==> src/rtl/ps2_pkg.sv <==
// ps2_pkg: shared definitions for the PS/2 scancode decoder.
//   ps2_state_e  - prefix-decoder states
//   ps2_event_t  - one FIFO entry {extended, released, code}
//   Code*        - protocol byte values (prefixes and keyboard replies)
//   PauseLen     - bytes that follow E1 in the Pause/Break sequence
//   is_reply()   - true for bytes that are keyboard replies, not key codes
package ps2_pkg;

    typedef enum logic [2:0] {
        StIdle,
        StExt,
        StBrk,
        StExtBrk,
        StPause
    } ps2_state_e;

    typedef struct packed {
        logic       ext;
        logic       rel;
        logic [7:0] code;
    } ps2_event_t;

    localparam int unsigned EntryW = 10;

    localparam logic [7:0] CodeE0 = 8'hE0;  // extended prefix
    localparam logic [7:0] CodeF0 = 8'hF0;  // break prefix
    localparam logic [7:0] CodeE1 = 8'hE1;  // pause sequence start
    localparam logic [7:0] CodeFa = 8'hFA;  // ACK
    localparam logic [7:0] CodeAa = 8'hAA;  // self-test passed
    localparam logic [7:0] CodeEe = 8'hEE;  // echo
    localparam logic [7:0] CodeFe = 8'hFE;  // resend
    localparam logic [7:0] CodeFc = 8'hFC;  // self-test failed
    localparam logic [7:0] Code00 = 8'h00;  // key detection error
    localparam logic [7:0] CodeFf = 8'hFF;  // key detection error

    localparam logic [2:0] PauseLen = 3'd7;

    function automatic logic is_reply(input logic [7:0] b);
        return (b == CodeFa) || (b == CodeAa) || (b == CodeEe) || (b == CodeFe) ||
               (b == CodeFc) || (b == Code00) || (b == CodeFf);
    endfunction

endpackage

==> src/rtl/ps2_event_fifo.sv <==
// ps2_event_fifo: show-ahead FIFO of decoded key events.
//   clk, reset   - system clock, synchronous active-high reset
//   push, wdata  - write request and entry
//   pop          - remove head; ignored while empty
//   head         - current head entry, zero while empty
//   valid        - FIFO non-empty
//   drop         - one-cycle: a push was refused because the FIFO was full
// A push on a full FIFO is still accepted when a pop happens in the same cycle.
module ps2_event_fifo
    import ps2_pkg::*;
#(
    parameter int unsigned FIFO_DEPTH = 8
) (
    input  logic              clk,
    input  logic              reset,
    input  logic              push,
    input  logic [EntryW-1:0] wdata,
    input  logic              pop,
    output logic [EntryW-1:0] head,
    output logic              valid,
    output logic              drop
);

    localparam int unsigned AW = $clog2(FIFO_DEPTH);
    localparam logic [AW:0] PtrOne = {{AW{1'b0}}, 1'b1};

    // Pointers carry one extra wrap bit so full and empty are distinguishable.
    logic [AW:0]       wr_ptr_q;
    logic [AW:0]       rd_ptr_q;
    logic [EntryW-1:0] mem_q [FIFO_DEPTH];

    logic empty;
    logic full;
    logic pop_ok;
    logic push_ok;

    assign empty   = (wr_ptr_q == rd_ptr_q);
    assign full    = (wr_ptr_q[AW] != rd_ptr_q[AW]) &&
                     (wr_ptr_q[AW-1:0] == rd_ptr_q[AW-1:0]);
    assign pop_ok  = pop & ~empty;
    assign push_ok = push & (~full | pop_ok);
    assign drop    = push & full & ~pop_ok;

    assign valid = ~empty;
    assign head  = empty ? '0 : mem_q[rd_ptr_q[AW-1:0]];

    always_ff @(posedge clk) begin
        if (reset) begin
            wr_ptr_q <= '0;
            rd_ptr_q <= '0;
        end else begin
            if (push_ok) begin
                wr_ptr_q <= wr_ptr_q + PtrOne;
            end
            if (pop_ok) begin
                rd_ptr_q <= rd_ptr_q + PtrOne;
            end
        end
    end

    // Storage needs no reset: entries are only visible once written.
    always_ff @(posedge clk) begin
        if (push_ok) begin
            mem_q[wr_ptr_q[AW-1:0]] <= wdata;
        end
    end

endmodule

==> src/rtl/ps2_scancode_decoder.sv <==
// ps2_scancode_decoder: turns raw PS/2 bytes into make/break key events.
//   clk, reset          - system clock, synchronous active-high reset
//   data                - received byte
//   data_ready          - byte strobe; a byte is taken on its 0->1 edge
//   data_valid          - framing/parity OK for the strobed byte
//   evt_code/extended/released/valid - FIFO head (show-ahead), zero when empty
//   evt_pop             - consume the head event
//   reply_code          - last keyboard reply byte (FA, AA, EE, FE, FC, 00, FF)
//   reply_strobe        - one-cycle pulse when reply_code updates
//   rx_error            - one-cycle pulse on a strobed byte with data_valid=0
//   overflow            - sticky: an event was dropped on a full FIFO
module ps2_scancode_decoder
    import ps2_pkg::*;
#(
    parameter int unsigned FIFO_DEPTH = 8
) (
    input  logic       clk,
    input  logic       reset,
    input  logic [7:0] data,
    input  logic       data_ready,
    input  logic       data_valid,
    output logic [7:0] evt_code,
    output logic       evt_extended,
    output logic       evt_released,
    output logic       evt_valid,
    input  logic       evt_pop,
    output logic [7:0] reply_code,
    output logic       reply_strobe,
    output logic       rx_error,
    output logic       overflow
);

    ps2_state_e state_q;
    logic [2:0] skip_q;
    logic       data_ready_q;
    logic       strobe;

    logic       push;
    ps2_event_t push_evt;
    ps2_event_t head_evt;
    logic       fifo_drop;

    assign strobe = data_ready & ~data_ready_q;

    // Push is decoded combinationally so the event is written on the same
    // edge that samples the terminating byte.
    always_comb begin
        push     = 1'b0;
        push_evt = '0;
        if (strobe && data_valid) begin
            case (state_q)
                StIdle: begin
                    if (data != CodeE0 && data != CodeF0 && data != CodeE1 &&
                        !is_reply(data)) begin
                        push          = 1'b1;
                        push_evt.code = data;
                    end
                end
                StExt: begin
                    if (data != CodeF0 && data != CodeE0) begin
                        push          = 1'b1;
                        push_evt.ext  = 1'b1;
                        push_evt.code = data;
                    end
                end
                StBrk: begin
                    push          = 1'b1;
                    push_evt.rel  = 1'b1;
                    push_evt.code = data;
                end
                StExtBrk: begin
                    push          = 1'b1;
                    push_evt.ext  = 1'b1;
                    push_evt.rel  = 1'b1;
                    push_evt.code = data;
                end
                StPause: begin
                    // The last skipped byte completes Pause, reported as E1.
                    if (skip_q == 3'd1) begin
                        push          = 1'b1;
                        push_evt.code = CodeE1;
                    end
                end
                default: ;
            endcase
        end
    end

    always_ff @(posedge clk) begin
        if (reset) begin
            state_q      <= StIdle;
            skip_q       <= '0;
            data_ready_q <= 1'b0;
            reply_code   <= '0;
            reply_strobe <= 1'b0;
            rx_error     <= 1'b0;
            overflow     <= 1'b0;
        end else begin
            data_ready_q <= data_ready;
            reply_strobe <= 1'b0;
            rx_error     <= 1'b0;
            if (fifo_drop) begin
                overflow <= 1'b1;
            end
            if (strobe) begin
                if (!data_valid) begin
                    // A corrupt byte abandons any prefix or pause in progress.
                    rx_error <= 1'b1;
                    state_q  <= StIdle;
                    skip_q   <= '0;
                end else begin
                    case (state_q)
                        StIdle: begin
                            if (data == CodeE0) begin
                                state_q <= StExt;
                            end else if (data == CodeF0) begin
                                state_q <= StBrk;
                            end else if (data == CodeE1) begin
                                state_q <= StPause;
                                skip_q  <= PauseLen;
                            end else if (is_reply(data)) begin
                                reply_code   <= data;
                                reply_strobe <= 1'b1;
                            end
                        end
                        StExt: begin
                            if (data == CodeF0) begin
                                state_q <= StExtBrk;
                            end else if (data != CodeE0) begin
                                state_q <= StIdle;
                            end
                        end
                        StBrk, StExtBrk: begin
                            state_q <= StIdle;
                        end
                        StPause: begin
                            if (skip_q == 3'd1) begin
                                state_q <= StIdle;
                                skip_q  <= '0;
                            end else begin
                                skip_q <= skip_q - 3'd1;
                            end
                        end
                        default: begin
                            state_q <= StIdle;
                            skip_q  <= '0;
                        end
                    endcase
                end
            end
        end
    end

    ps2_event_fifo #(
        .FIFO_DEPTH(FIFO_DEPTH)
    ) u_fifo (
        .clk  (clk),
        .reset(reset),
        .push (push),
        .wdata(push_evt),
        .pop  (evt_pop),
        .head (head_evt),
        .valid(evt_valid),
        .drop (fifo_drop)
    );

    assign evt_code     = head_evt.code;
    assign evt_extended = head_evt.ext;
    assign evt_released = head_evt.rel;

endmodule

==> config.mk <==
export PLATFORM = sky130hd
export DESIGN_NAME = ps2_scancode_decoder
export DESIGN_NICKNAME = d
export VERILOG_FILES = /design/src/rtl/ps2_pkg.sv /design/src/rtl/ps2_event_fifo.sv /design/src/rtl/ps2_scancode_decoder.sv
export SDC_FILE = /design/constraint.sdc
export NUM_CORES = 1
export LEC_CHECK = 0
export ABC_AREA = 1
export ABC_CLOCK_PERIOD_IN_PS = 2450
export CAP_MARGIN = 25
export CORE_MARGIN = 2
export CORE_UTILIZATION = 53
export DETAILED_ROUTE_END_ITERATION = 10
export GPL_ROUTABILITY_DRIVEN = 0
export PLACE_DENSITY = 0.78
export SLEW_MARGIN = 5
export SYNTH_ARGS = -nofsm -noshare
export SYNTH_HDL_FRONTEND = slang
export SYNTH_HIERARCHICAL = 1
export SYNTH_SLANG_ARGS = --single-unit
==> constraint.sdc <==
create_clock -name clk -period 2.45 [get_ports clk]
set_input_delay 0.49 -clock clk [delete_from_list [all_inputs] [get_ports clk]]
set_output_delay 0.49 -clock clk [all_outputs]
set_load 0.01 [all_outputs]
-- Word-level counts from Yosys, hierarchy flattened
Memories as Yosys holds them, arrays and structs flattened. A register that Yosys moved wholly into a read port is not among the register bits.
Cells that the tools add are included.
Widths: inputs -> output; s select.
- memories kept: 1
- output and inout bits: 22
- bits of input ports: 13
- RAM bits: 80
- register bits: 26
- reductions and logical operators: 21
- muxes and demuxes: 33
- eq/ne operators: 27
- bitwise logic cells: 16
- $add $sub $neg: 3
- memory list (name ; depth ; bits a word ; rd ports ; clocked after Yosys merged registers in ; wr ports ; RTL line ; text):
    u_fifo.mem_q ; 8 ; 10 ; 1 ; 1 ; 1 ; ps2_event_fifo.sv:30 ; logic [EntryW-1:0] mem_q [FIFO_DEPTH];
- operator list (cell ; count):
    $eq 8x8->1 const B ; 9
    $mux 3 ; 14
    $pmux 8 s4 ; 1
    $mux 8 ; 3
    $ne 8x8->1 const B ; 3
    $mux 10 ; 2
    $pmux 3 s3 ; 2
    $ne 3x3->1 const B ; 4
    $not 1->1 ; 10
    $mux 1 ; 9
    $add 4x1->4 const B ; 2
    $logic_not 8->1 ; 1
    $reduce_and 7->1 ; 1
    $reduce_or 7->1 ; 1
    $eq 3x1->1 const B ; 2
    $eq 3x2->1 const B ; 2
    $logic_or 1x1->1 ; 6
    $and 1x1->1 ; 5
    $logic_and 1x1->1 ; 5
    $ne 5x5->1 const B ; 1
    $reduce_and 5->1 ; 1
    $eq 4x4->1 ; 1
    $ne 4x4->1 const B ; 1
    $pmux 1 s4 ; 1
    12 further kinds ; 13

-- Longest topological paths before layout
Gate-level depths: netlist of run 1.
- word-level depth: 15
- mapped depth: 16

-- Hierarchy
Netlist of run 1, hierarchy kept.
- modules (own cells, without submodules) (module ; area an instance (um^2) ; times used ; cells each):
    ps2_event_fifo ; 3706.1 ; 1 ; 331
    ps2_scancode_decoder ; 1310.0 ; 1 ; 210

-- Least setup slack after synthesis of run 1
OpenSTA, ideal clock, no wires.
- path type: input-to-reg
- start point: input data[6]
- end point: memory u_fifo.mem_q[1][0], enable pin
- stages on the path: 11
- path slack: 0.122 ns
- path buffers: 0
- data arrival time: 1.952 ns
- cell sequence: nand2_2 -> nor2_4 -> nand2_2 -> nand3_2 -> nor2_4 -> nand3_2 -> nand3_2 -> nand2_4 -> inv_2 -> nand3_1 -> nor2_1
- longest elaborated chain between the ends: 15
- ends and longest elaborated chain (item ; RTL line ; text):
    start: declaration ; ps2_scancode_decoder.sv:19 ; input logic [7:0] data,
    $eq 8x8->1 ; ps2_pkg.sv:39 ; return (b == CodeFa) || (b == CodeAa) || (b == CodeEe) || (b == CodeFe) ||
    $logic_or 1x1->1 (4 in a row) ; ps2_pkg.sv:39 ;
    $logic_or 1x1->1 (2 in a row) ; ps2_pkg.sv:40 ; (b == CodeFc) || (b == Code00) || (b == CodeFf);
    $logic_not 1->1 ; ps2_scancode_decoder.sv:54 ; !is_reply(data)) begin
    $logic_and 1x1->1 ; ps2_scancode_decoder.sv:53 ; if (data != CodeE0 && data != CodeF0 && data != CodeE1 &&
    $mux 1 ; ps2_scancode_decoder.sv:53 ;
    $pmux 1 s4 * ; ps2_scancode_decoder.sv:51 ; case (state_q)
    $mux 1 * ; ps2_scancode_decoder.sv:50 ; if (strobe && data_valid) begin
    net push ; ps2_scancode_decoder.sv:38 ; logic push;
    $and 1x1->1 * ; ps2_event_fifo.sv:41 ; assign push_ok = push & (~full | pop_ok);
    $mux 1 * ; ps2_event_fifo.sv:63 ; if (push_ok) begin
    $mux 1 (implied by the code) * ; ps2_event_fifo.sv:64 ; mem_q[wr_ptr_q[AW-1:0]] <= wdata;
    end: declaration ; ps2_event_fifo.sv:30 ;
Mark *: on every way through the listed nets, which the timed path passes. The rest lies on a longest branch.

-- Final worst setup path of run 1
- start point: input data[3]
- end point: memory u_fifo.mem_q[7][3], enable pin
Same word-level chain as after synthesis.

==> summary.txt, run 1 <==
GRT Overall Usage -> 0.231
Cell Pwr Density -> 624 mW/mm^2
Flop pwr share -> 0.521
Cell count after synthesis -> 541
Final std cell area, no fill -> 0.00628 sq mm
Clock buffer count from CTS -> 9
DRC -> 0
Worst Path Buf+Inv -> 6
Synth Register Bits -> 109
Avg Inst Size Synth -> 9.27 sq um
Clk pin slew, worst setup/hold paths -> 0.10 ns
Psw -> 1.11 mW
Antenna cells -> 0
Clock skew -> 0.0160 ns
Min-Delay Path Class -> flip-flop to flip-flop
Sw Ratio -> 0.284
Synth warn -> 6
Clk root buf -> clkbuf_8
Area of the core -> 0.00920 sq mm
Post-Syn Area -> 0.00502 sq mm
Starting density of the core -> 0.545
Worst setup SP type -> input pin
Cell Rows -> 35
Slew Viols, Final -> 0
Area of the multi-input gates -> 0.00186 sq mm
DP Area -> 0.00582 sq mm
WL final -> 11.7 mm
Clk pwr share -> 0.293
CTS Buffer Depth -> 2
Critical Path, Cell by Cell -> clkdlybuf4s50_1 -> inv_2 -> nand2_2 -> nor2_4 -> nand2_4 -> nand3_2 -> nor2_4 -> nand3_2 -> nand3_2 -> nand2_4 -> inv_4 -> inv_2 -> nor3_2 -> nand2_1 -> inv_2 -> clkbuf_16
Pwr Total -> 3.92 mW
P_int -> 2.81 mW
Seq/Total Area, Yosys -> 0.595
Setup TNS -> 0 ns
I/O Buffers -> 34
Syn nets -> 558
Levels on crit path -> 16
CP endpoint kind -> flip-flop
Final setup fails -> 0
Post-route minimum period -> 2.38 ns
Router iterations before antenna repair -> 6
Final hold vios -> 0
Grt ovf -> 0
Netlist cell types -> 29
Share of cells above drive strength 1 -> 0.218
DR iter-0 viols -> 318
Die area -> 0.0103 sq mm
Post-layout util -> 0.683
Post-Place Worst Slack -> -0.812 ns
# clock sinks -> 109
Arrival time at the worst endpoint -> 2.48 ns
Area grow syn2layout -> 25.1%
FILL cells -> 686
Combinational power share -> 0.186
Vias -> 4014
H-tree lvl count -> 3
Register Area -> 0.00300 sq mm
Post-Layout Cell Count -> 743
Detail Route Antenna Nets -> 0
Global-route wire length before repair -> 18.4 mm
Max Cap Viol -> 0
Pleak -> 2.67 nW
Antenna violations before repair -> 0
Reg2reg path depth -> 12
Final layout net count -> 644
Status -> finished, final reports clean
Fmax -> 0.420 GHz
Worst hold stages -> 2
CP max FO -> 5
Average wire per cell in the routed design -> 15.8 microns
Vias/cell -> 5.40
DPL Wire Length -> 7.74 mm
Peak VDD IR -> 315 uV
Vias in the first global route -> 3821
Final hold slack -> 0.487 ns
Fin crit share -> 0.972
Slowest cell delay on critical path -> 0.51 ns
RSZ-0062 raised after global routing -> true
Critical path's top delay family -> buffers and inverters
Worst slew pin tran -> 0.561 ns
Clock latency at the later pin of the worst-skew pair -> 0.38 ns
Die height -> 101 microns
Largest net degree at the start of global routing -> 41
CTS tree -> yes
WS Path Type -> input pin to flip-flop
Worst Path Required -> 2.55 ns
Final setup margin -> 0.0683 ns
Ports -> 35
Placed cell count -> 719
Slowest library cell on the worst path -> clkdlybuf4s50_1
Chip width -> 101 microns
Slew headroom -> 0.626
## cells in the mapped netlist, drive strengths merged
master,number,share of area
buf,7,0.0090
dfxtp,29,0.12
nand4,2,0.0025
edfxtp,80,0.48
xor2,3,0.0052
nand2,77,0.069
o21ai,75,0.075
nand3b,1,0.0022
inv,51,0.038
ha,4,0.010
o21bai,1,0.0015
a21oi,20,0.022
clkbuf,10,0.0082
nand3,21,0.029
nor2,153,0.12
nor3,5,0.0050
xnor2,2,0.0035
## cells by family (layout without fill, tap and decap cells)
family / Yosys count / after routing / synth area share
xor gates and xnor gates: 5 / 5 / 0.00873
buffers and inverters: 68 / 159 / 0.0554
and+or+nand+nor: 259 / 259 / 0.233
AOI/OAI and AO/OA: 96 / 96 / 0.0985
adders and majority gates: 4 / 4 / 0.00998
DFF: 109 / 109 / 0.595
## per-layer routing
metal  GRT usage  routed length [microns]
met1       0.312                     4920
met2       0.394                     5790
met3      0.0276                      745
met4      0.0728                      265
met5           0                        0
## worst paths after layout
kind,from,to,slack [ns]
worst max-delay path,data[3],u_fifo/mem_q[7][3]$_DFFE_PP_,0.07
worst min-delay path,u_fifo/rd_ptr_q[3]$_SDFFE_PP0N_,u_fifo/rd_ptr_q[3]$_SDFFE_PP0N_,0.49
worst max register to register,state_q[0]$_SDFFE_PP0P_,u_fifo/mem_q[7][3]$_DFFE_PP_,0.35
worst min register to register,u_fifo/rd_ptr_q[3]$_SDFFE_PP0N_,u_fifo/rd_ptr_q[3]$_SDFFE_PP0N_,0.49
## placed cells by master, fill, tap and decap left out, types with 9 or more instances in the layout
cell type	Yosys	final
clkdlybuf4s50_1	0	17
o21ai_0	64	62
nor2_4	5	9
a21oi_1	19	15
o21ai_1	11	13
dlygate4sd2_1	0	10
nand3_1	16	14
dfxtp_1	29	23
buf_4	0	46
nor2_1	142	136
inv_2	8	10
inv_1	43	40
edfxtp_1	80	80
nand2_1	66	63
clkbuf_8	0	9
## area by class of cell
type / count / share of cell area
clock buffer: 9 / 0.0197
timing repair buffer: 92 / 0.140
multi-input combinational: 364 / 0.296
sequential: 109 / 0.478
tap: 111 / 0.0221
clock inverter: 7 / 0.0142
inverter: 51 / 0.0309
## power groups by stage
| stage | Sequential [mW] | Combinational [mW] | Clock, mW |
|---|---|---|---|
| detailed placement | 2.08 | 0.673 | 0 |
| finish | 2.04 | 0.730 | 1.15 |
| CTS | 2.04 | 0.687 | 1.16 |
| global placement | 2.08 | 0.653 | 0 |
| floorplan | 2.07 | 0.405 | 0 |
| global route | 2.05 | 0.806 | 1.23 |
## worst register-to-register path, cell delays in order (launching register included)
cell and delay, ns:
dfxtp_1 0.34, nor2_1 0.21, nand2_1 0.15, nor2_4 0.15, nand3_2 0.08, nand3_2 0.08, nand2_4 0.06, inv_4 0.08
inv_2 0.06, nor3_2 0.20, nand2_1 0.09, inv_2 0.15, clkbuf_16 0.18
## sequential cells by signal (all words and copies together), names as in the netlist, named ones only
name and flops:
u_fifo/mem_q 80, data_ready_q 1, rx_error 1, state_q 3, overflow 1, reply_code 8, reply_strobe 1, skip_q 3
u_fifo/rd_ptr_q 4, u_fifo/wr_ptr_q 4
## repair_timing
action / 4_1_cts / 5_1_grt
pin swaps: 0 / 4
hold buffers: 0 / 0
cloned: 0 / 1
endpoints found under the setup margin: 68 / 92
setup buffers: 3 / 4
gates resized for setup: 36 / 29
No activity file was read; power rests on OpenSTA's default activity.
==> run 2: changes to the inputs <==
--- a/config.mk
+++ b/config.mk
@@ -7,11 +7,11 @@
 export LEC_CHECK = 0
 export ABC_AREA = 1
 export ABC_CLOCK_PERIOD_IN_PS = 2450
-export CAP_MARGIN = 25
 export CORE_MARGIN = 2
 export CORE_UTILIZATION = 53
 export DETAILED_ROUTE_END_ITERATION = 10
 export GPL_ROUTABILITY_DRIVEN = 0
+export GPL_TIMING_DRIVEN = 0
 export PLACE_DENSITY = 0.78
 export SLEW_MARGIN = 5
 export SYNTH_ARGS = -nofsm -noshare
==> summary.txt, run 2 (synthesis gave the netlist of run 1 again) <==
Most common cell after layout, fill and taps aside -> nor2_1
Antenna cells -> 0 (unchanged)
DR iter-0 viols -> 310 (-2.5%)
Fin crit share -> 0.964 (-0.00819)
Detail Route Antenna Nets -> 0 (unchanged)
Number of flip-flops in the largest register -> 80 (unchanged)
P_int -> 2.64 mW (-6.0%)
R2r startpoint -> state_q[1]$_SDFFE_PP0P_
Fmax -> 0.423 GHz (+0.85%)
Worst slew pin tran -> 0.846 ns (+0.285 ns)
Share of cells above drive strength 1 -> 0.174 (-0.0445)
Starting density of the core -> 0.545 (unchanged)
I/O Buffers -> 34 (unchanged)
Die height -> 101 microns (unchanged)
Global-route wire length before repair -> 17.8 mm (-3.4%)
Final std cell area, no fill -> 0.00602 sq mm (-4.1%)
DPL Wire Length -> 7.31 mm (-5.6%)
Clk pin slew, worst setup/hold paths -> 0.10 ns (about the same)
# clock sinks -> 109 (unchanged)
Final setup fails -> 0 (unchanged)
Critical Path, Cell by Cell -> inv_2 -> clkbuf_4 -> o21ai_1 -> o21ai_1 -> o21ai_1 -> nor2_1 -> dlygate4sd2_1
Status -> finished, final reports clean
Die area -> 0.0103 sq mm (unchanged)
CP endpoint kind -> output pin
Post-Place Worst Slack -> -1.02 ns (-0.205 ns)
WS Path Type -> flip-flop to output pin
Sw Ratio -> 0.283 (-0.000951)
Max Cap Viol -> 0 (unchanged)
Slowest library cell on the worst path -> dfxtp_4
H-tree lvl count -> 3 (unchanged)
GRT Overall Usage -> 0.224 (-0.00742)
DP Area -> 0.00550 sq mm (-5.6%)
Pwr Total -> 3.68 mW (-6.1%)
Psw -> 1.04 mW (-6.4%)
CP max FO -> 10 (+5)
Reg2reg path depth -> 11 (-1)
Clk root buf -> clkbuf_8
R2R setup slack -> 0.31 ns (-0.04 ns)
Slew headroom -> 0.432 (-0.194)
Placed cell count -> 686 (-4.6%)
Final layout net count -> 616 (-4.3%)
Peak VDD IR -> 310 uV (-1.5%)
CTS Buffer Depth -> 2 (unchanged)
Vias -> 3908 (-2.6%)
CTS tree -> yes
Vias in the first global route -> 3798 (-0.60%)
Worst Path Buf+Inv -> 3 (-3)
Critical path's top delay family -> buffers and inverters
Area of the core -> 0.00920 sq mm (unchanged)
WL final -> 10.8 mm (-7.7%)
Antenna violations before repair -> 0 (unchanged)
Worst setup SP type -> flip-flop
Final setup margin -> 0.0884 ns (+0.0201 ns)
Post-Layout Cell Count -> 715 (-3.8%)
Combinational power share -> 0.185 (about the same)
Average wire per cell in the routed design -> 15.1 microns (-4.1%)
Most frequent cells in the layout -> nor2_1, edfxtp_1, nand2_1
End of the worst register-to-register path -> u_fifo/mem_q[7][0]$_DFFE_PP_
Most frequent CP cell -> o21ai_1
Largest net degree at the start of global routing -> 18 (-56%)
Chip width -> 101 microns (unchanged)
Hold_sp -> data[4]
FILL cells -> 681 (-0.73%)
Clock latency at the later pin of the worst-skew pair -> 0.37 ns (about the same)
Slowest cell delay on critical path -> 0.40 ns (-0.11 ns)
Cell Pwr Density -> 611 mW/mm^2 (-2.1%)
Area grow syn2layout -> 20.0%
Hold buffer count at CTS -> 0 (unchanged)
DRC -> 0 (unchanged)
Clock buffer count from CTS -> 9 (unchanged)
Post-route minimum period -> 2.36 ns (-0.0201 ns)
Clock skew -> 0.0135 ns (-0.00251 ns)
Arrival time at the worst endpoint -> 1.87 ns (-0.61 ns)
Pleak -> 2.47 nW (-7.5%)
Slew Viols, Final -> 0 (unchanged)
Worst Hold End -> reply_code[4]$_SDFFE_PP0P_
RSZ-0062 raised after global routing -> true
Clk pwr share -> 0.260 (-0.033)
Router iterations before antenna repair -> 5 (-1)
Worst hold stages -> 3 (+1)
Flop pwr share -> 0.554 (+0.033)
Final hold slack -> 0.450 ns (-0.0372 ns)
Worst Path Required -> 1.96 ns (-0.59 ns)
Ports -> 35 (unchanged)
Grt ovf -> 0 (unchanged)
Cell Rows -> 35 (unchanged)
Final hold vios -> 0 (unchanged)
Min-Delay Path Class -> input pin to flip-flop
Vias/cell -> 5.47 (+1.2%)
==> run 2: changes by cell type in the layout (fill, tap and decap cells not counted), sizes merged <==
cell           change
dlymetal6s2s       -4
clkinv             +1
clkinvlp           +3
buf               -39
bufinv             -1
clkbuf            +11
dlygate4sd2        +3
inv                -3
clkdlybuf4s50      -1
clkdlybuf4s15      +2
==> run 2: tightest hold or removal path: stages <==
cell and delay [ns]:
clkbuf_2 0.12, nor2_1 0.11, nor2_1 0.06
==> run 2: worst max-delay path by stage <==
stage | to | slack, ns | cells past startpoint
5_1_grt | u_fifo/mem_q[7][0]$_DFFE_PP_ | -0.01 | 14
3_5_place_dp | u_fifo/mem_q[1][7]$_DFFE_PP_ | -1.02 | 13
6_report | evt_released | 0.09 | 7
2_1_floorplan | u_fifo/mem_q[1][0]$_DFFE_PP_ | 0.12 | 11
3_3_place_gp | u_fifo/mem_q[3][5]$_DFFE_PP_ | -1.02 | 13
4_1_cts | evt_code[6] | -0.05 | 6
==> run 2: routing by layer <==
layer  wire length, microns  global-route usage
met4                    249              0.0998
met2                   5430               0.373
met3                    590              0.0276
met1                   4550               0.296
met5                      0                   0
==> run 2: cell type report <==
class | instances | area (sq um) | share of cell area
Inverter | 51 | 198 | 0.0328
Clock buffer | 10 | 128 | 0.0212
Sequential cell | 109 | 3000 | 0.498
Buffer | 17 | 144 | 0.0239
Tap cell | 111 | 139 | 0.0231
Timing Repair inverter | 1 | 7.51 | 0.00125
Timing Repair Buffer | 46 | 489 | 0.0813
Clock inverter | 6 | 37.5 | 0.00624
Multi-Input combinational cell | 364 | 1880 | 0.312
==> run 2: power groups by stage <==
stage               Clock, mW  Sequential [mW]  Combinational (mW)
floorplan                   0             2.07               0.405
global route             1.05             2.04               0.756
CTS                     0.980             2.04               0.666
detailed placement          0             2.08               0.629
global placement            0             2.08               0.605
finish                  0.958             2.04               0.682
==> run 2: per-stage QoR <==
stage               setup TNS (ns)   util
global placement            -76.13  0.598
global route               -0.0220  0.655
CTS                        -0.0480  0.651
finish                           0  0.655
detailed placement          -85.89  0.598
floorplan                        0      -
==> run 2: repair_timing <==
item / in CTS / in global routing
cloned: 1 / 0
buffers inserted: 11 / 1
pin swaps: 11 / 5
resized for setup: 84 / 12
setup endpoints to repair: 92 / 115
==> run 3: changes to the inputs <==
--- a/config.mk
+++ b/config.mk
@@ -5,14 +5,13 @@
 export SDC_FILE = /design/constraint.sdc
 export NUM_CORES = 1
 export LEC_CHECK = 0
-export ABC_AREA = 1
 export ABC_CLOCK_PERIOD_IN_PS = 2450
 export CORE_MARGIN = 2
-export CORE_UTILIZATION = 53
+export CORE_UTILIZATION = 52
 export DETAILED_ROUTE_END_ITERATION = 10
 export GPL_ROUTABILITY_DRIVEN = 0
 export GPL_TIMING_DRIVEN = 0
-export PLACE_DENSITY = 0.78
+export PLACE_DENSITY = 0.77
 export SLEW_MARGIN = 5
 export SYNTH_ARGS = -nofsm -noshare
 export SYNTH_HDL_FRONTEND = slang
==> summary.txt, run 3 <==
Worst hold stages -> 3 (unchanged)
H-tree lvl count -> 3 (unchanged)
Min-Delay Path Class -> input pin to flip-flop
Ys async rst share -> 0 (unchanged)
Cell Pwr Density -> 677 mW/mm^2 (+11%)
Starting density of the core -> 0.528 (-0.0174)
Pleak -> 2.08 nW (-16%)
DPL Wire Length -> 6.25 mm (-14%)
Average wire per cell in the routed design -> 19.2 microns (+27%)
Detail Route Antenna Nets -> 0 (unchanged)
Post-synth top cells -> edfxtp_1, nor2_1, dfxtp_1
WS Path Type -> input pin to flip-flop
Synth Register Bits -> 109 (unchanged)
Area of the core -> 0.00906 sq mm (-1.4%)
Vias in the first global route -> 3125 (-18%)
Router iterations before antenna repair -> 5 (unchanged)
Post-synth top area cell -> edfxtp_1
Number of synthesized flops with an enable pin -> 80 (unchanged)
Number of flip-flops in the largest register -> 80 (unchanged)
Slew Viols, Final -> 0 (unchanged)
Share of cells above drive strength 1 -> 0.311 (+0.137)
GRT Overall Usage -> 0.212 (-0.0116)
Slew headroom -> 0.501 (+0.0691)
Avg Inst Size Synth -> 13.7 sq um (+48%)
I/O Buffers -> 33 (-2.9%)
Fin crit share -> 0.988 (+0.0236)
FILL cells -> 615 (-9.7%)
Netlist cell types -> 51 (+76%)
Clock skew -> 0.0178 ns (+0.00429 ns)
Peak VDD IR -> 312 uV (+0.61%)
# clock sinks -> 109 (unchanged)
DRC -> 0 (unchanged)
Top cells by area, synth -> edfxtp_1, dfxtp_1, mux4_2, mux2i_1, nor2_1
Largest net degree at the start of global routing -> 22 (+4)
Clk root buf -> clkbuf_8
Share of the synthesized area in the top cell type -> 0.502 (+0.0229)
Antenna violations before repair -> 0 (unchanged)
Pwr Total -> 4.07 mW (+11%)
Max Cap Viol -> 0 (unchanged)
Arrival time at the worst endpoint -> 2.68 ns (+0.81 ns)
Area grow syn2layout -> 25.7%
Clk pin slew, worst setup/hold paths -> 0.10 ns (about the same)
Antenna cells -> 0 (unchanged)
Synth warn -> 6 (unchanged)
Hold buffer count at CTS -> 0 (unchanged)
CTS Buffer Depth -> 2 (unchanged)
Ports -> 35 (unchanged)
RSZ-0062 raised after global routing -> true
Clock latency at the later pin of the worst-skew pair -> 0.38 ns (about the same)
Register Area -> 0.00299 sq mm (-0.21%)
Final hold vios -> 0 (unchanged)
Worst setup SP type -> input pin
CP max FO -> 5 (-5)
Status -> finished, final reports clean
Top_reg_cell synth -> edfxtp_1
Post-layout util -> 0.664 (+0.00935)
Reg2reg path depth -> 7 (-4)
Cell with the most instances after synthesis -> edfxtp_1
Chip width -> 99.9 microns (-1.3%)
Most common cell after layout, fill and taps aside -> edfxtp_1
Area of the multi-input gates -> 0.00189 sq mm (+0.87%)
Final setup fails -> 0 (unchanged)
Fmax -> 0.413 GHz (-2.4%)
Seq/Total Area, Yosys -> 0.623 (+0.0284)
Most frequent cells in the layout -> edfxtp_1, nor2_1, dfxtp_1
Post-route minimum period -> 2.42 ns (+0.0578 ns)
Syn nets -> 366 (-34%)
Vias/cell -> 5.96 (+9.0%)
CTS tree -> yes
Worst Path Required -> 2.71 ns (+0.75 ns)
Grt ovf -> 0 (unchanged)
Die area -> 0.00999 sq mm (-2.6%)
Clock buffer count from CTS -> 9 (unchanged)
DR iter-0 viols -> 201 (-35%)
Vias -> 3192 (-18%)
Cell Rows -> 35 (unchanged)
Cell count after synthesis -> 349 (-35%)
Global-route wire length before repair -> 16.0 mm (-9.7%)
Final layout net count -> 437 (-29%)
Post-Syn Area -> 0.00479 sq mm (-4.6%)
Die height -> 99.9 microns (-1.3%)
WL final -> 10.3 mm (-4.9%)
CP endpoint kind -> flip-flop
Worst slew pin tran -> 0.748 ns (-0.0981 ns)
==> run 3: path summary, 6_finish.rpt <==
kind | startpoint | to | slack [ns]
worst max-delay path | data[3] | u_fifo/wr_ptr_q[2]$_SDFFE_PP0P_ | 0.03
worst min-delay path | data[0] | reply_code[0]$_SDFFE_PP0P_ | 0.43
worst max register to register | state_q[1]$_SDFFE_PP0P_ | u_fifo/mem_q[6][2]$_DFFE_PP_ | 0.14
worst min register to register | reply_code[5]$_SDFFE_PP0P_ | reply_code[5]$_SDFFE_PP0P_ | 0.47
==> run 3: cells by family (layout without fill, tap and decap cells) <==
group / after synthesis / after routing / synth area share
AO/OA/AOI/OAI: 52 / 52 / 0.0740
XOR/XNOR: 6 / 6 / 0.0110
adder cells (fa/ha/maj): 4 / 4 / 0.0105
buffers and inverters: 26 / 102 / 0.0264
flip-flops: 109 / 109 / 0.623
multiplexers: 36 / 36 / 0.128
AND/OR/NAND/NOR: 116 / 116 / 0.127
==> run 3: metrics by stage <==
step | hold WS [ns] | cell area (sq um) | setup WS (ns) | cells | setup TNS (ns)
5_1_grt | 0.433 | 6020 | -0.0320 | 536 | -0.177
2_1_floorplan | 0.460 | 4890 | 0.0224 | 349 | 0
4_1_cts | 0.416 | 5900 | 0.00345 | 526 | 0
3_3_place_gp | 0.449 | 5360 | -1.01 | 493 | -114.20
3_5_place_dp | 0.452 | 5360 | -1.05 | 493 | -120.60
6_report | 0.429 | 6020 | 0.0306 | 536 | 0
==> run 3: area by class of cell <==
class | instances | area share
well taps | 111 | 0.0231
multi-input cells | 214 | 0.315
inverters | 9 | 0.00561
clock inverters | 7 | 0.0121
repair buffers | 65 | 0.111
plain buffers | 12 | 0.0160
flip-flops and latches | 109 | 0.497
clock buffers | 9 | 0.0206
==> run 3: worst max-delay path, stage by stage <==
cell and delay [ns]:
dlygate4sd2_1 0.28, or3_4 0.35, or3_4 0.37, a21oi_2 0.19, a2bb2oi_4 0.20, a21boi_4 0.12
buf_4 0.17, and4_1 0.20, a21oi_1 0.20, nand3_1 0.11
==> run 3: what timing repair did <==
| action | CTS | global route |
|---|---|---|
| resized for setup | 82 | 22 |
| pin swaps | 13 | 3 |
| setup buffers | 20 | 10 |
| setup endpoints to repair | 160 | 94 |
| gates cloned | 1 | 2 |
==> run 3: power breakdown <==
| group | leakage [nW] | total, mW | internal [mW] | switching, mW |
|---|---|---|---|---|
| combinational | 0.995 | 0.961 | 0.524 | 0.437 |
| clock | 0.0970 | 1.06 | 0.402 | 0.659 |
| sequential | 0.989 | 2.05 | 2.01 | 0.0408 |
==> run 3: routing by layer <==
metal  wire, microns  up-vias  track usage
met2            5230      100        0.361
met3             443       19       0.0292
met4             172        0       0.0811
met5               0        -            0
met1            4440     1584        0.280
li1                -     1489            -
==> patch 1 (settings of run 3) <==
`FIFO_DEPTH` is set to 8 in 2 places; all go to 16.
--- a/src/rtl/ps2_event_fifo.sv
+++ b/src/rtl/ps2_event_fifo.sv
@@ -9,7 +9,7 @@
 module ps2_event_fifo
     import ps2_pkg::*;
 #(
-    parameter int unsigned FIFO_DEPTH = 8
+    parameter int unsigned FIFO_DEPTH = 16
 ) (
     input  logic              clk,
     input  logic              reset,
--- a/src/rtl/ps2_scancode_decoder.sv
+++ b/src/rtl/ps2_scancode_decoder.sv
@@ -12,7 +12,7 @@
 module ps2_scancode_decoder
     import ps2_pkg::*;
 #(
-    parameter int unsigned FIFO_DEPTH = 8
+    parameter int unsigned FIFO_DEPTH = 16
 ) (
     input  logic       clk,
     input  logic       reset,
Check against the original RTL: no difference found for any inputs over 4 cycles, from zero or initial values and one cycle with reset high; that may be too few to reach the edited logic, so the function may still have changed.
==> patch 1 against run 3 <==
  * Sequential cell count increased by 83
  * The flow now finishes with violations (setup timing)
  * Non-clock buffer count increased by 34
  * Power increased by 78%
  * Worst setup slack got worse by 250 ps
  * Cell area increased by 76%
  * Critical path depth decreased by 3
  * Routed wire length increased by 110%
  * Synthesized cell count increased by 59%
  * Sequential share of layout area increased by 1.8 points
  * Area after synthesis increased by 76%
  * Largest power group unchanged
==> patch 1: results (changes against run 3) <==
status finished with violations; failing checks setup timing; register area share after synthesis 0.648 (+0.0248); P&R area growth vs syn 26.0%; all-layer global routing usage 0.247 (+0.0349); Worst-Margin Slew 778 ps (+30.6 ps); met1 Resource Use GR 0.324 (+0.0437); skew final 10.8 ps (-6.96 ps); Clock Tree Root clkbuf_16; detailed-route wire length 21.2 mm (+110%); Sw Ratio 0.228 (-0.0517); GR Layer Usage met2 0.410 (+0.0487); Fin Setup TNS -1540 ps (-1540 ps); Avg WL per Cell 23.7 um (+23%); Worst-path clk slew 70 ps (-30 ps); critical path arrival 2180 ps (-500 ps); multi-input combinational area share 0.300 (-0.0145); static leakage 3.57 nW (+71%); cts repair resizes 154 (+88%); Adder-Cell Fraction of Synth Area 0.0104 (-0.0000335); final worst setup slack -217 ps (-247 ps); post-synthesis mux area share 0.130 (+0.00216); Die X 131 um (+31%); NonClk Buf Share 0.100 (-0.0266); H-tree depth 4 (+1); Mapped Cells 555 (+59%); #MultiIn Comb 330 (+54%); inverters 13 (+4); Clock buffers and inverters, area share 0.0545 (+0.0218); CP max FO 6 (+1); final net count 685 (+57%); final setup fails 12 (+12); Crit Path Class reg2out
==> patch 1: cell types whose count changed after synthesis, moves of 8 or more <==
cell             run 3  this run
nor2_1              36        18
nand3_1              7        20
nor3_1              16         2
mux4_2              20        30
nand2b_1             3        23
mux2i_1             15        36
edfxtp_1            80       160
nand4_1              3        11
and3_1               4        18
==> patch 1: power groups by stage <==
stage / Clock (mW) / Combinational [mW] / Sequential [mW]
floorplan: 0 / 0.464 / 3.62
global placement: 0 / 0.676 / 3.62
detailed placement: 0 / 0.704 / 3.62
CTS: 2.74 / 0.931 / 3.55
global route: 2.87 / 1.01 / 3.56
finish: 2.74 / 0.968 / 3.56
==> patch 1: final timing paths <==
path / start / slack [ps] / depth (start not counted) / end
worst max-delay path: flop / -220 / 7 / evt_extended
worst min-delay path: data[1] / 430 / 3 / reply_code[1]
worst max register to register: state_q[0] / 0 / 9 / u_fifo/mem_q[8][0]
worst min register to register: reply_code[1] / 480 / 2 / reply_code[1]
==> patch 2 (config.mk and constraints of run 3) <==
Made on the original files. The 5 states of `ps2_state_e` get a Gray code encoding in 3 bits.
--- a/src/rtl/ps2_pkg.sv
+++ b/src/rtl/ps2_pkg.sv
@@ -7,11 +7,11 @@
 package ps2_pkg;
 
     typedef enum logic [2:0] {
-        StIdle,
-        StExt,
-        StBrk,
-        StExtBrk,
-        StPause
+        StIdle   = 3'b000,
+        StExt    = 3'b001,
+        StBrk    = 3'b011,
+        StExtBrk = 3'b010,
+        StPause  = 3'b110
     } ps2_state_e;
 
     typedef struct packed {
Behaviour: no difference found for any inputs over 4 cycles, from zero or initial values and one cycle with reset high; so few cycles prove little.
==> patch 2 against run 3 <==
  * Routed wire length up 23%
  * Sequential cell count is the same
  * Critical endpoint is now evt_code[7]
  * Maximum frequency is 0.21% lower
  * Power up 3.4%
  * Worst setup slack got worse by 5.1 ps
  * Area after synthesis increased by 4.1%
  * Cell area is 7.9% higher
  * Largest power group unchanged
==> patch 2: results (changes against run 3) <==
status complete, no violations; vias 3710 (+16%); clk buf depth 2 (unchanged); min-delay worst type in2reg; HPWL Detailed 6.98 mm (+12%); Clock Tree Root clkbuf_8; layout cells sized above 1 0.347 (+0.0361); grt total ovfl 0 (unchanged); syn avg cell area 13.2 sq um (-3.9%); Worst-path clk slew 120 ps (+20 ps); largest net degree at the start of global routing 22 (unchanged); FILL cells 615 (unchanged); # Post-CTS Setup Buffers 38 (+90%); critical path arrival 1930 ps (-750 ps); Synth area leaders edfxtp_1 48%, dfxtp_1 12%, mux4_2 9.0%; Syn Nets 395 (+7.9%); clk_lat worst skew 380 ps (about the same); non-filler cells, final 602 (+12%); first-pass GRT wire length 19.2 mm (+20%); skew final 15.5 ps (-2.26 ps); Avg WL per Cell 21.1 um (+9.7%); initial DRC count 280 (+39%); Fin Setup TNS 0 ps (unchanged); Pint 2.98 mW (+1.6%); post-route ant nets 0 (unchanged); register area share after synthesis 0.599 (-0.0246); placed cells 540 (+9.5%); final net count 485 (+11%); Post-synth EDFFs 80 (unchanged); static leakage 2.23 nW (+7.3%); Worst slew margin 0.265 (-0.236); max reg flops 80 (unchanged); asr flop ratio synth 0 (unchanged); Crit path max-delay family simple AND/OR/NAND/NOR gates; top cells by count, synth 80 x edfxtp_1, 29 x dfxtp_1, 27 x nor2_1; Worst VDD drop 0.311 mV (-0.14%); DP Worst Slack -1290 ps (-237 ps); vias in the first global route 3576 (+14%); peak per-stage delay on the critical path 400 ps (+30 ps); placed instance area 5600 sq um (+4.5%); all-layer global routing usage 0.249 (+0.0366); cts repair resizes 95 (+16%); Critical Path Slowest Stage Cell or3_4; Yosys cell types 52 (+2.0%); Top FF cell, synth edfxtp_1; Yosys warnings 6 (unchanged)
-- patch 2: power groups by stage --
| stage | clock (mW) | sequential [mW] | combinational (mW) |
|---|---|---|---|
| after floorplan | 0 | 2.06 | 0.480 |
| after global placement | 0 | 2.06 | 0.725 |
| after detailed placement | 0 | 2.07 | 0.741 |
| after CTS | 1.09 | 2.04 | 0.997 |
| after global routing | 1.17 | 2.04 | 1.15 |
| final | 1.09 | 2.04 | 1.08 |
-- patch 2: layout make-up --
type                       instances  area (sq um)  area share
clock buffer                       9           124      0.0191
clock inverter                     7          73.8      0.0114
buffer                            15           141      0.0218
sequential                       109          3000       0.462
multi-input combinational        237          2120       0.326
timing repair buffer              85           831       0.128
inverter                          11          41.3     0.00636
tap                              129           161      0.0249
-- patch 2: tightest hold or removal path: stages --
cell	delay [ps]
buf_12	120
nand4b_1	90
o211ai_1	80
-- patch 2: path summary, 6_finish.rpt --
path / start / slack, ps / end / cells after the start
setup / recovery: u_fifo/wr_ptr_q[1] / 30 / evt_code[7] / 7
hold / removal: data[0] / 450 / reply_code[0] / 3
setup reg to reg: state_q[0] / 60 / u_fifo/mem_q[6][5] / 8
hold reg to reg: reply_code[3] / 490 / reply_code[3] / 2
-- patch 2: layer usage --
metal,GRT usage,share of wire
met1,0.312,0.39
met2,0.452,0.53
met3,0.0315,0.060
met4,0.0769,0.016
met5,0,0
-- patch 2: kinds of logic (layout without fill, tap and decap cells) --
| kind of cell | after synthesis | in the layout | synth area share |
|---|---|---|---|
| flops | 109 | 109 | 0.599 |
| mux | 33 | 33 | 0.117 |
| fa+ha+maj | 4 | 4 | 0.0100 |
| simple gates | 126 | 126 | 0.144 |
| buf+inv | 32 | 127 | 0.0309 |
| xor+xnor | 6 | 6 | 0.0105 |
| compound gates | 68 | 68 | 0.0891 |
